==> config.mk <==
export PLATFORM = sky130hd
export DESIGN_NAME = reflet_irq_scheduler
export DESIGN_NICKNAME = d
export VERILOG_FILES = /design/src/rtl/reflet_irq_scheduler.sv
export SDC_FILE = /design/constraint.sdc
export NUM_CORES = 1
export LEC_CHECK = 0
export CAP_MARGIN = 10
export CORE_MARGIN = 2
export CORE_UTILIZATION = 25
export DETAILED_ROUTE_END_ITERATION = 6
export HOLD_SLACK_MARGIN = 0.15
export PLACE_DENSITY = 0.5
export SLEW_MARGIN = 20
export SYNTH_ARGS = -nofsm -noshare
export SYNTH_HDL_FRONTEND = slang
export SYNTH_SLANG_ARGS = --single-unit
==> constraint.sdc <==
create_clock -name clk -period 3.3 [get_ports clk]
set_input_delay 0.66 -clock clk [delete_from_list [all_inputs] [get_ports clk]]
set_output_delay 0.66 -clock clk [all_outputs]
set_load 0.02 [all_outputs]
==> src/rtl/reflet_irq_scheduler.sv <==
// Reflet interrupt scheduler: edge-latched pending, enable mask, fixed priority, CPU req/ack/done.
// Optional preemptive nesting is compiled in with `define REFLET_IRQ_NESTING_EN.
module reflet_irq_scheduler #(
  parameter int NUM_SRC = 4,
  parameter int WORD    = 16,
  parameter int ID_W    = 3
) (
  input  logic               clk,
  input  logic               reset,
  input  logic [NUM_SRC-1:0] irq_in,
  input  logic               cfg_we,
  input  logic [1:0]         cfg_addr,
  input  logic [WORD-1:0]    cfg_wdata,
  output logic [WORD-1:0]    cfg_rdata,
  output logic               int_req,
  output logic [ID_W-1:0]    int_num,
  input  logic               int_ack,
  input  logic               int_done
);

  typedef enum logic [1:0] {
    S_IDLE    = 2'd0,
    S_REQ     = 2'd1,
    S_SERVICE = 2'd2
  } state_t;

  localparam int RW = (WORD > 10) ? WORD : 10;

  state_t             state, state_nx;
  logic [NUM_SRC-1:0] prev;
  logic [NUM_SRC-1:0] pending, pending_nx;
  logic [NUM_SRC-1:0] enable;
  logic               gen;
  logic [NUM_SRC-1:0] active, active_nx;

  logic [NUM_SRC-1:0] edges, cand, win_oh, act_low, clr_mask;
  logic [ID_W-1:0]    win_idx;
  logic               win_any, qualify;
  logic [RW-1:0]      rd;
  logic               unused_wdata;

  function automatic logic [NUM_SRC-1:0] lowbit(input logic [NUM_SRC-1:0] v);
    return v & (~v + NUM_SRC'(1));
  endfunction

  assign edges    = irq_in & ~prev;
  assign cand     = pending & enable & {NUM_SRC{gen}};
  assign win_oh   = lowbit(cand);
  assign win_any  = |cand;
  assign act_low  = lowbit(active);
  // A winner may only be requested if it outranks everything already in service.
  assign qualify  = win_any && ((active == '0) || (win_oh < act_low));
  assign clr_mask = (cfg_we && cfg_addr == 2'd1) ? cfg_wdata[NUM_SRC-1:0] : '0;
  assign unused_wdata = &{1'b0, cfg_wdata};

  always_comb begin
    win_idx = '0;
    for (int i = NUM_SRC - 1; i >= 0; i--) begin
      if (cand[i]) win_idx = ID_W'(i);
    end
  end

  always_comb begin
    // NOTE: every variable gets a default before the case so no path infers a latch.
    state_nx   = state;
    pending_nx = pending & ~clr_mask;
    active_nx  = active;
    case (state)
      S_IDLE: begin
        if (win_any) state_nx = S_REQ;
      end
      S_REQ: begin
        if (int_ack && qualify) begin
          pending_nx = pending_nx & ~win_oh;
          active_nx  = active | win_oh;
          state_nx   = S_SERVICE;
        end else if (!qualify) begin
          state_nx = (active == '0) ? S_IDLE : S_SERVICE;
        end
`ifdef REFLET_IRQ_NESTING_EN
        // Ack is applied first, so a simultaneous done retires the source just acked.
        if (int_done && active_nx != '0) begin
          active_nx = active_nx & ~lowbit(active_nx);
          if (active_nx == '0 && state_nx == S_SERVICE) state_nx = S_IDLE;
        end
`endif
      end
      S_SERVICE: begin
        if (int_done && active != '0) begin
          active_nx = active & ~act_low;
          if (active_nx == '0) state_nx = S_IDLE;
        end
`ifdef REFLET_IRQ_NESTING_EN
        if (state_nx == S_SERVICE && win_any && (win_oh < lowbit(active_nx)))
          state_nx = S_REQ;
`endif
      end
      default: state_nx = S_IDLE;
    endcase
    // A fresh edge overrides any clear in the same cycle.
    pending_nx = pending_nx | edges;
  end

  always_ff @(posedge clk or posedge reset) begin
    if (reset) begin
      state   <= S_IDLE;
      prev    <= '0;
      pending <= '0;
      enable  <= '0;
      gen     <= 1'b0;
      active  <= '0;
    end else begin
      // NOTE: non-blocking assignments so every register samples pre-edge values.
      state   <= state_nx;
      prev    <= irq_in;
      pending <= pending_nx;
      active  <= active_nx;
      if (cfg_we && cfg_addr == 2'd0) begin
        enable <= cfg_wdata[NUM_SRC-1:0];
        gen    <= cfg_wdata[WORD-1];
      end
    end
  end

  assign int_req = (state == S_REQ);
  assign int_num = (state == S_REQ) ? win_idx : '0;

  always_comb begin
    rd = '0;
    case (cfg_addr)
      2'd0: begin
        rd[NUM_SRC-1:0] = enable;
        rd[WORD-1]      = gen;
      end
      2'd1: rd[NUM_SRC-1:0] = pending;
      2'd2: begin
        rd[NUM_SRC-1:0] = active;
        rd[9:8]         = state;
      end
      default: rd = '0;
    endcase
  end

  assign cfg_rdata = rd[WORD-1:0];

endmodule

==> flow_summary.ini <==
[power_and_ir_drop]
p_total_mw = 0.8887
cellPowerDensity_mw_per_mm2 = 564.2
peakVddDrop_mv = 0.1606
p_leak_nw = 0.6640

[worst_setup_path]
cp.required_ns = 2.64
slowest_stage = clkdlybuf4s50_1
cp_common_cell = clkdlybuf4s50_1
critPathCaptureType = primary output
cp_top_family = buffers and inverters
path_buf_inv = 3
critPathKind = in2out
ff2ff_path_depth = 8
cp.depth = 5
crit_fanout = 7
path_cells = clkdlybuf4s50_1, buf_4, mux2i_1, o21ai_0, clkdlybuf4s50_1
worstPathArrival_ns = 2.35
cp-start-kind = input port
cp_slowest_stage_delay_ns = 0.63

[min_path]
min_path_type = reg2reg
holdPathStages = 1

[cts]
clockBufferDepth = 2
cts_buffers = 3
cts.sinks = 19
cts_max_level = 1
post-cts-setup-buffers = 0
clkLatencyLatePin_ns = 0.25
path_clk_slew_ns = 0.06
root_buffer = clkbuf_8
cts-hold-fix-buffers = 0
cts_resized = 0
cts_tree = built

[drt]
finalWirelength_mm = 2.931
vias_per_cell = 4.573
drt-pass1-iter-count = 4
dr.first_iter.drc_count = 45
ant_nets = 0
drc = 0
route.vias.total = 1038
wl_per_cell_um = 12.91

[timing]
min_period_over_period_pct = 91.20
finalHoldViolCount = 0
max_slew.worst_pin.slew_ns = 0.7680
setup_tns_ns = 0
setup_viol = 0
fmax_ghz = 0.3323
slew_violations = 0
fin_worst_skew_ns = 0.005884
period_needed_ns = 3.010
grt_setup_unrepaired = no
maxSlewHeadroom_pct = 48.74

[run_status]
status = finished, final reports clean

[yosys]
syn_area_mm2 = 0.001230
synth_seq_cells = 19
synth_area_leaders = dfrtp_1 (39%), buf_4 (6.1%), nand2_1 (5.5%)
yosys_warnings = 0
synth_area_leader_cell = dfrtp_1
yosysSeqAreaShare_pct = 38.66
synthDistinctLibCells = 37
avgSynthCellArea_um2 = 9.318
yosysTopAreaCellShare_pct = 38.66
netlist_instances = 132

[final_layout]
antenna_cells = 0
area_growth_pct = 28.08
post-route-util_pct = 33.35
finalNetCount = 191
drive_gt1_share_pct = 10.00
fillers = 486
final_cell_area_mm2 = 0.001575

[die]
io_pins = 47
die_x_um = 74.14
core_area_mm2 = 0.004723
die_area_mm2 = 0.005497
start_util_pct = 26.04
num_rows = 25
die_y_um = 74.14

[placement]
dpl.hpwl_mm = 2.371
gp_congestion = 0.7965
portBuffers = 25
dpl_cell_area_mm2 = 0.001530

[global_routing]
grt_pass1_vias = 1070
grt_overflow = 0
grt_first_pass_wirelength_mm = 4.919
antenna_found_initial = 0
grt_max_degree = 20
grt_use_total_pct = 11.63

[run]
maxCapViolCount = 0
==> sequential cells by signal, summed over array words and instances (netlist names) <==
name and count:
pending 4, state 2, prev 4, active 4, gen 1, enable 4
==> cells by family after synthesis <==
group	Yosys count	share of synthesized area [%]
AO/OA/AOI/OAI	33	19.33
adder cells (fa/ha/maj)	3	3.052
other	1	0.3049
AND/OR/NAND/NOR	45	19.53
buffers and inverters	20	9.766
multiplexers	10	8.647
XOR/XNOR	1	0.7122
flip-flops	19	38.66
==> cells in the final DEF, fill, tap and decap left out, types with 3 or more instances in the layout <==
cell / netlist / routed
dfrtp_1: 19 / 19
inv_1: 6 / 6
ha_1: 3 / 3
nand2_1: 18 / 18
buf_4: 10 / 4
clkbuf_8: 0 / 3
nor2_1: 3 / 3
mux2i_1: 5 / 5
nand3_1: 3 / 3
nand2b_1: 4 / 4
conb_1: 1 / 10
a32o_1: 3 / 3
and2_1: 4 / 4
a21oi_1: 7 / 7
mux2_2: 5 / 5
clkdlybuf4s50_1: 0 / 25
o21ai_0: 9 / 9
==> worst reg2reg max path, stage by stage, from the launching register on <==
cell       delay, ns
dfrtp_1         0.47
a22o_1          0.26
a21oi_1         0.36
ha_1            0.31
and2_1          0.16
o21a_1          0.20
a2111oi_4       0.67
nand2_1         0.15
a32o_1          0.27
==> final cells by class <==
class	instances	area [µm²]	area share (%)
multi-input combinational	102	668.1	42.41
sequential	19	475.5	30.18
timing repair buffer	29	280.3	17.79
tap	67	83.83	5.322
clock buffer	4	45.04	2.859
inverter	6	22.52	1.430
==> per-stage QoR <==
step | hold WS, ns | setup slack [ns] | cells
after global placement | 0.4209 | 0.2500 | 223
after CTS | 0.4528 | 0.2508 | 227
after floorplan | 0.4095 | 0.7844 | 141
after global routing | 0.4808 | 0.1545 | 227
after detailed placement | 0.4369 | 0.2515 | 223
final | 0.4440 | 0.2903 | 227
==> layer usage <==
metal	part of all wire (%)	routed length, µm	global-route usage (%)
met1	45	1327	14.82
met2	49	1429	19.84
met3	4.6	135	2.304
met4	1.3	39	3.636
met5	0	0	0
==> cell usage after synthesis, drive strengths merged <==
cell	instances
mux2	5
or4	1
o21ai	9
buf	11
dfrtp	19
ha	3
a211oi	2
inv	6
a2111oi	1
o21bai	1
nor2b	2
nand2b	4
nand2	18
conb	1
o211ai	1
nor2	3
nand3	4
and2	4
xor2	1
nand4	2
nor3b	2
and3	2
a21o	2
o22ai	1
nor3	2
a31oi	1
o21a	1
nand3b	1
a32o	3
a22o	2
o2bb2ai	2
clkbuf	3
a21oi	7
mux2i	5
==> final timing paths <==
check / from / endpoint / slack (ns)
setup / recovery: cfg_addr[0] / cfg_rdata[0] / 0.29
hold / removal: prev[2] / pending[2] / 0.44
setup reg to reg: enable[0] / pending[3] / 0.35
hold reg to reg: prev[2] / pending[2] / 0.44
max in group asynchronous: reset / active[3] / 1.98
min in group asynchronous: reset / gen / 0.84
==> power breakdown <==
group          internal [mW]  switching (mW)  leakage (nW)
combinational          0.179           0.204         0.423
sequential             0.278          0.0679         0.218
clock                 0.0857          0.0734        0.0228
total                  0.543           0.346         0.664
Power figures use the tool's default switching activity.
